`src/rtl/countdown_control_if.sv`:
```
// countdown_control_if: link between the control stage and the BCD countdown counter.
interface countdown_control_if;
  logic [3:0] bcd;
  logic       cnt_clock, Bs, Vs, Error, done;
  logic [1:0] state;
  modport master (input bcd, output cnt_clock, Bs, Vs, Error, done, state);
  modport slave (output bcd, input cnt_clock, Bs, Vs, Error, done, state);
endinterface

```
`src/rtl/countdown_control.sv`:
```
// countdown_control: sensor debounce, slow-clock generation and run/done/error FSM
// driving the enables of a 9-to-0 BCD countdown counter.
module countdown_control #(
  parameter int HALF_PERIOD = 25_000_000,
  parameter int DEBOUNCE    = 500_000
) (
  input  logic                clock,
  input  logic                reset_n,
  input  logic                bs_in,
  input  logic                vs_in,
  countdown_control_if.master cif
);
  localparam int CW = $clog2(DEBOUNCE + 1);
  localparam int DW = $clog2(HALF_PERIOD);
  localparam logic [CW-1:0] DB_LAST  = CW'(DEBOUNCE - 1);
  localparam logic [DW-1:0] DIV_LAST = DW'(HALF_PERIOD - 1);
  typedef enum logic [1:0] {IDLE, RUN, DONE, ERROR} state_t;
  logic [1:0]          s1_q, s2_q, deb_q, deb_d;
  logic [1:0][CW-1:0]  dcnt_q, dcnt_d;
  logic [DW-1:0]       div_q, div_d;
  logic                ck_q, ck_d, wrap, sample, b, v;
  state_t              st_q, st_d;
  logic                src_q, src_d, seen_q, seen_d;
  always_comb begin
    deb_d  = deb_q;
    dcnt_d = dcnt_q;
    for (int k = 0; k < 2; k++) begin
      dcnt_d[k] = (s2_q[k] == deb_q[k] || dcnt_q[k] == DB_LAST) ? '0 : dcnt_q[k] + 1'b1;
      deb_d[k]  = (s2_q[k] != deb_q[k] && dcnt_q[k] == DB_LAST) ? s2_q[k] : deb_q[k];
    end
  end
  assign wrap   = div_q == DIV_LAST;
  assign sample = wrap & ck_q;
  assign div_d  = wrap ? '0 : div_q + 1'b1;
  assign ck_d   = ck_q ^ wrap;
  assign b      = deb_q[0];
  assign v      = deb_q[1];
  always_ff @(posedge clock or negedge reset_n)
    if (!reset_n) begin
      s1_q   <= '0;
      s2_q   <= '0;
      deb_q  <= '0;
      dcnt_q <= '0;
      div_q  <= '0;
      ck_q   <= 1'b0;
    end else begin
      s1_q   <= {vs_in, bs_in};
      s2_q   <= s1_q;
      deb_q  <= deb_d;
      dcnt_q <= dcnt_d;
      div_q  <= div_d;
      ck_q   <= ck_d;
    end
  always_ff @(posedge clock or negedge reset_n)
    if (!reset_n) begin
      st_q   <= IDLE;
      src_q  <= 1'b0;
      seen_q <= 1'b0;
    end else begin
      st_q   <= st_d;
      src_q  <= src_d;
      seen_q <= seen_d;
    end
  // bcd is only trusted on the cnt_clock falling toggle, mid-period of the counter
  always_comb begin
    st_d   = st_q;
    src_d  = src_q;
    seen_d = seen_q;
    case (st_q)
      IDLE:
        if (b & v) st_d = ERROR;
        else if (b ^ v) begin
          st_d   = RUN;
          src_d  = ~b;
          seen_d = 1'b0;
        end
      RUN:
        if (b & v) st_d = ERROR;
        else if (sample) begin
          if (cif.bcd != 4'd0) seen_d = 1'b1;
          else if (seen_q) st_d = DONE;
        end
      DONE:    st_d = (b & v) ? ERROR : (!b & !v) ? IDLE : DONE;
      default: st_d = (!b & !v) ? IDLE : ERROR;
    endcase
  end
  always_comb begin
    cif.state     = st_q;
    cif.cnt_clock = ck_q;
    cif.Bs        = (st_q == RUN) & ~src_q;
    cif.Vs        = (st_q == RUN) & src_q;
    cif.Error     = st_q == ERROR;
    cif.done      = st_q == DONE;
  end
endmodule

```
`src/flat_wrapper.sv`:
```
// flat-port wrapper written by rule: the top's interface ports become plain ports
module countdown_control_flat 
#(
  parameter int HALF_PERIOD = 25_000_000,
  parameter int DEBOUNCE    = 500_000
)
  (clock, reset_n, bs_in, vs_in, cif_bcd, cif_cnt_clock, cif_Bs, cif_Vs, cif_Error, cif_done, cif_state);
  countdown_control_if cif_i ();
  input  logic clock;
  input  logic reset_n;
  input  logic bs_in;
  input  logic vs_in;
  input wire logic [$bits(cif_i.bcd)-1:0] cif_bcd;
  output wire logic [$bits(cif_i.cnt_clock)-1:0] cif_cnt_clock;
  output wire logic [$bits(cif_i.Bs)-1:0] cif_Bs;
  output wire logic [$bits(cif_i.Vs)-1:0] cif_Vs;
  output wire logic [$bits(cif_i.Error)-1:0] cif_Error;
  output wire logic [$bits(cif_i.done)-1:0] cif_done;
  output wire logic [$bits(cif_i.state)-1:0] cif_state;
  assign cif_i.bcd = cif_bcd;
  assign cif_cnt_clock = cif_i.cnt_clock;
  assign cif_Bs = cif_i.Bs;
  assign cif_Vs = cif_i.Vs;
  assign cif_Error = cif_i.Error;
  assign cif_done = cif_i.done;
  assign cif_state = cif_i.state;
  countdown_control #(.HALF_PERIOD(HALF_PERIOD), .DEBOUNCE(DEBOUNCE)) u_core (.clock(clock), .reset_n(reset_n), .bs_in(bs_in), .vs_in(vs_in), .cif(cif_i));
endmodule
```
`config.mk`:
```
export PLATFORM = sky130hd
export DESIGN_NAME = countdown_control_flat
export DESIGN_NICKNAME = d
export VERILOG_FILES = /design/src/rtl/countdown_control_if.sv /design/src/rtl/countdown_control.sv /design/src/flat_wrapper.sv
export SDC_FILE = /design/constraint.sdc
export NUM_CORES = 1
export LEC_CHECK = 0
export ABC_AREA = 1
export BUFFER_PORTS_ARGS = -buffer_cell sky130_fd_sc_hd__buf_2
export CELL_PAD_IN_SITES_DETAIL_PLACEMENT = 0
export CELL_PAD_IN_SITES_GLOBAL_PLACEMENT = 2
export CORE_UTILIZATION = 37
export DETAILED_ROUTE_END_ITERATION = 7
export GPL_TIMING_DRIVEN = 0
export MAX_ROUTING_LAYER = met4
export PLACE_DENSITY_LB_ADDON = 0.15
export RECOVER_POWER = 25
export REMOVE_ABC_BUFFERS = 1
export SYNTH_ARGS = -nofsm -noshare
export SYNTH_HDL_FRONTEND = slang
export SYNTH_SLANG_ARGS = --single-unit
```
`constraint.sdc`:
```
create_clock -name clock -period 2.23 [get_ports clock]
set_input_delay 0.1115 -clock clock [delete_from_list [all_inputs] [get_ports clock]]
set_output_delay 0.1115 -clock clock [all_outputs]
set_load 0.02 [all_outputs]
```
Word level (Yosys, flattened, before mapping):

Index checks and enable logic that the tools add are counted.

* add/sub/neg operators: 3
* multiply operators: 0
* div/mod/pow operators: 0
* order comparisons: 0
* equality and inequality tests: 19
* shifts and indexed selects: 0
* multiplexer cells: 19
* bitwise logic cells: 10
* reduce and logical (&&, ||, !) cells: 12

Operator list (count)
* $add A19 B1 Y19 const B: 2
* $eq A19 B19 Y1 const B: 2
* $mux W19: 2
* $add A25 B1 Y25 const B: 1
* $eq A25 B25 Y1 const B: 1
* $mux W25: 1
* $mux W2: 9
* $ne A3 B1 Y1 const B: 3
* $ne A2 B1 Y1 const B: 3
* $pmux W2 S3: 1
* $reduce_and A6 Y1: 1
* $and A1 B1 Y1: 5
* $mux W1: 5
* $eq A2 B2 Y1 const B: 2
* $ne A2 B2 Y1 const B: 2
* $reduce_and A4 Y1: 1
* $reduce_bool A4 Y1: 1
* $ne A3 B2 Y1 const B: 1
* $not A1 Y1: 3
* $reduce_and A3 Y1: 1
* $eq A1 B1 Y1: 2
* $eq A2 B1 Y1 const B: 1
* $logic_and A1 B1 Y1: 2
* $logic_not A1 Y1: 2
* 6 further kinds: 9

* register bits: 74
* latch bits: 0
* memory bits (writable): 0
* bits in read-only memories: 0
* input bits: 8
* output and inout bits: 7
* memories kept: 0

Logic depth before layout (Yosys ltp):

* depth after elaboration: 5
* depth in mapped cells: 14
* gate-level depth less buffers: 14

Worst setup path after synthesis:

No wires, ideal clock.

* path kind: register to register
* start: register u_core.div_q[0]
* end: register u_core.st_q[0] (netlist: u_core.cif.state[0])
* library setup time: 117 ps
* arrival: 1580 ps
* required time: 2113 ps
* path slack: 533 ps
* cell stages (with the launch flop): 14
* path buffers: 0
* period minus slack after synthesis: 1697 ps
* cells stage by stage: dfrtp_1 > ha_1 > nand3_2 > nor2_2 > nand3_2 > inv_2 > nand2_1 > inv_1 > ha_1 > nand4_1 > nand2_1 > nand2_1 > nand3_1 > nand2_1

* word-level cells in the longest chain between the ends: 4

Ends and longest elaborated chain
* from (decl): RTL line countdown_control.sv:20 `logic [DW-1:0] div_q, div_d;`
* from (signal assigned): RTL line countdown_control.sv:51 `div_q <= div_d;`
* $eq A25 B25 Y1: RTL line countdown_control.sv:32 `assign wrap = div_q == DIV_LAST;`
* $and A1 B1 Y1: RTL line countdown_control.sv:33 `assign sample = wrap & ck_q;`
* $ne A3 B1 Y1 (no source line)
* $reduce_and A4 Y1 (no source line)
* to (signal assigned): RTL line countdown_control.sv:60 `st_q <= st_d;`
* to (decl): RTL line countdown_control.sv:22 `state_t st_q, st_d;`

No other way between the ends.
A chain may end at the register's enable or synchronous reset.

Worst setup path in the final report:

Same ends and word-level chain as after synthesis.

==> results.py <==
metrics = {
    "detailed_routing": {
        "initialDrtViolationCount": 142,
        "vias": 3384,
        "dr.pass1.iters": 7,
        "post-route-drc-count": 0,
        "vias_per_cell": 4.65,
        "drtAntennaViolNets": 0,
        "drt_wl_total_um": 8750,
        "wire_per_inst_um": 12.0,
    },
    "power_and_ir_drop": {
        "irDropWorstVdd_v": 0.000338,
        "power_density_mw_per_mm2": 647,
        "p_leak_nw": 2.18,
        "total_power_mw": 3.13,
    },
    "place": {
        "dpl.hpwl_um": 6570,
        "dp.cells": 709,
        "portBuffers": 14,
        "postPlaceCellArea_mm2": 0.00446,
        "finalWeightedCongestion": 0.790,
        "pre_cts_slack_ns": 0.263,
    },
    "global_route": {
        "grt_util_met2": 0.260,
        "grt_max_degree": 48,
        "use_met1": 0.227,
        "grt_first_pass_wirelength_um": 15000,
        "grt_usage": 0.172,
        "antenna_found_initial": 0,
        "met3_usage": 0.0305,
        "grt_pass1_vias": 3183,
        "busiest_layer": "met2",
        "grt_overflow": 0,
    },
    "cts": {
        "numCtsBuffers": 9,
        "cts_setup_buffers": 0,
        "htree_levels": 3,
        "worstSkewPairLatency_ns": 0.34,
        "cts.sinks": 74,
        "cts_tree": "yes",
        "cts_root_buffer": "clkbuf_16",
        "cts_hold_buffers": 3,
        "clockBufferDepth": 2,
        "post_cts_resized": 0,
        "clkTransAtPathRegs_ns": 0.06,
    },
    "timing": {
        "skew_ns": 0.00582,
        "max_freq_mhz": 514,
        "hold_ws_ns": 0.165,
        "setup_viol": 0,
        "drv_slew": 28,
        "layout_worst_path_cycle_share": 0.872,
        "fin_crit_ns": 1.94,
        "setup_ws_ns": 0.286,
        "setup-tns-final_ns": 0,
        "slew_headroom": -0.0746,
        "hold_viol_final": 0,
        "worstMarginPinSlew_ns": 1.61,
        "rsz0062_at_grt": "false",
    },
    "synthesis": {
        "synth-simple-area-share": 0.383,
        "ys_top_cells_by_area": "dfrtp_1, nor2_1, nand2_1",
        "yosys.area_share.xor_xnor": 0.0645,
        "synth_top_family_by_area": "simple AND/OR/NAND/NOR gates",
        "synth_seq_cells": 74,
        "avgSynthCellArea_um2": 7.57,
        "synth_area_mm2": 0.00421,
        "ys_seq_area_frac": 0.440,
        "yosys-mux-area-fraction": 0,
        "ys_types": 26,
        "synth_warnings": 0,
        "syn_inst": 556,
        "synth_compound_area_frac": 0.0279,
        "synth_fa_ha_area_frac": 0.0208,
        "synth_top_cell_area_share": 0.440,
        "yosysTopAreaCell": "dfrtp_1",
    },
    "die": {
        "core_area_mm2": 0.0110,
        "initial_utilization": 0.383,
        "top_level_ports": 15,
        "rows": 38,
        "die_h_um": 109,
        "die_x_um": 109,
        "design.die.area_mm2": 0.0118,
    },
    "critical_path": {
        "critPathBufInv": 2,
        "ff2ff_setup_slack_ns": 0.29,
        "required_ns": 2.51,
        "crit_cells": 14,
        "end_kind": "flip-flop",
        "rr_worst_depth": 14,
        "critPathKind": "reg2reg",
        "critical_path.cell_chain": "ha_1, nand3_2, nor2_2, nand3_2, inv_2, nand2_1, inv_1, ha_1, nand4_1, nand2_1, nand2_1, nand2_1, nand2_1, nand2_1",
        "cpPeakStageDelay_ns": 0.38,
        "cp.arrival_ns": 2.22,
        "cp_slowest_cell": "dfrtp_1",
        "start_kind": "flip-flop",
        "crit_top_cell": "nand2_1",
        "cp_max_fo": 3,
        "cp_top_family": "simple AND/OR/NAND/NOR gates",
    },
    "finish": {
        "area_delta_synth_final_pct": 14.9,
        "stdcell_area_mm2": 0.00484,
        "fin_nets": 598,
        "final_cells": 728,
        "post-route-util": 0.441,
        "num_antenna_cells": 0,
        "drive_above_1_share": 0.129,
    },
    "run_status": {
        "outcome": "complete, but fails checks",
        "violations": "max-capacitance violations, max-slew violations",
    },
    "job": {
        "maxCapViolCount": 1,
    },
    "worst_hold_path": {
        "worstHoldPathCells": 4,
        "hold_class": "in2reg",
    },
}
-- worst register-to-register path, delay by kind of cell, from the launching register on --
| kind | cells | cell delay [ns] |
|---|---|---|
| and+or+nand+nor | 10 | 1.00 |
| buffers and inverters | 2 | 0.15 |
| adders and majority gates | 2 | 0.37 |
| DFF | 1 | 0.38 |
-- state kept, by name, indices dropped and copies added, names as in the netlist --
name / count
u_core.deb_q: 2
u_core.s1_q: 2
u_core.dcnt_q: 38
u_core.s2_q: 2
u_core.div_q: 25
u_core.src_q: 1
u_core.cif.cnt_clock: 1
u_core.cif.state: 2
u_core.seen_q: 1
-- path summary, 6_finish.rpt --
kind | startpoint | endpoint
worst max-delay path | u_core.div_q[0]$_DFF_PN0_ | u_core.cif.state[0]$_DFFE_PN0P_
worst min-delay path | cif_bcd[3] | u_core.seen_q$_DFFE_PN0P_
worst max register to register | u_core.div_q[0]$_DFF_PN0_ | u_core.cif.state[0]$_DFFE_PN0P_
worst min register to register | u_core.s1_q[0]$_DFF_PN0_ | u_core.s2_q[0]$_DFF_PN0_
max in group asynchronous | reset_n | u_core.dcnt_q[16]$_DFF_PN0_
min in group asynchronous | reset_n | u_core.div_q[15]$_DFF_PN0_
-- layout by cell type (no fill, tap or decap), types with 5 or more instances in the layout --
master     instances
a21oi_1           11
buf_2             12
clkbuf_16          9
dfrtp_1           74
ha_1               7
inv_1             64
nand2_1          122
nand2_2            9
nand3_1           39
nand3_2            8
nand4_1           10
nor2_1           129
nor2_2            15
nor2_4             7
nor3_1             9
o21ai_0            5
xnor2_1           13
xor2_1            18
-- cell usage after synthesis (all sizes together) --
master	instances
dfrtp	74
o21bai	3
nor3	10
nand4	10
buf	2
xnor2	13
nand3b	1
nand2	133
a21oi	11
nand3	47
o21ai	6
nor2	151
inv	66
xor2	18
ha	7
o21ba	1
or2	3
-- report_power, final --
group	switching (mW)	total, mW	internal, mW
Clock	0.585	1.69	1.10
Combinational	0.0531	0.0788	0.0257
Sequential	0.00842	1.36	1.36
-- cell type report --
| class | instances | area, um^2 |
|---|---|---|
| Fill cell | 1125 | 6140 |
| Multi-Input combinational cell | 414 | 2090 |
| Sequential cell | 74 | 1850 |
| Inverter | 66 | 248 |
| Clock buffer | 9 | 225 |
| Tap cell | 140 | 175 |
| Clock inverter | 7 | 125 |
| Timing Repair Buffer | 18 | 125 |
-- logic make-up (layout without fill, tap and decap cells) --
group	after synthesis	count (layout)
flip-flops	74	74
XOR/XNOR	31	31
buffers and inverters	68	100
AO/OA/AOI/OAI	21	21
adder cells (fa/ha/maj)	7	7
AND/OR/NAND/NOR	355	355
-- routing by layer --
metal | routed length [um] | vias up
met1 | 4450 | 1537
met2 | 3830 | 50
li1 | - | 1787
met4 | 155 | 0
met5 | 0 | -
met3 | 315 | 10
Note: power is estimated with default switching activity, not from simulation.
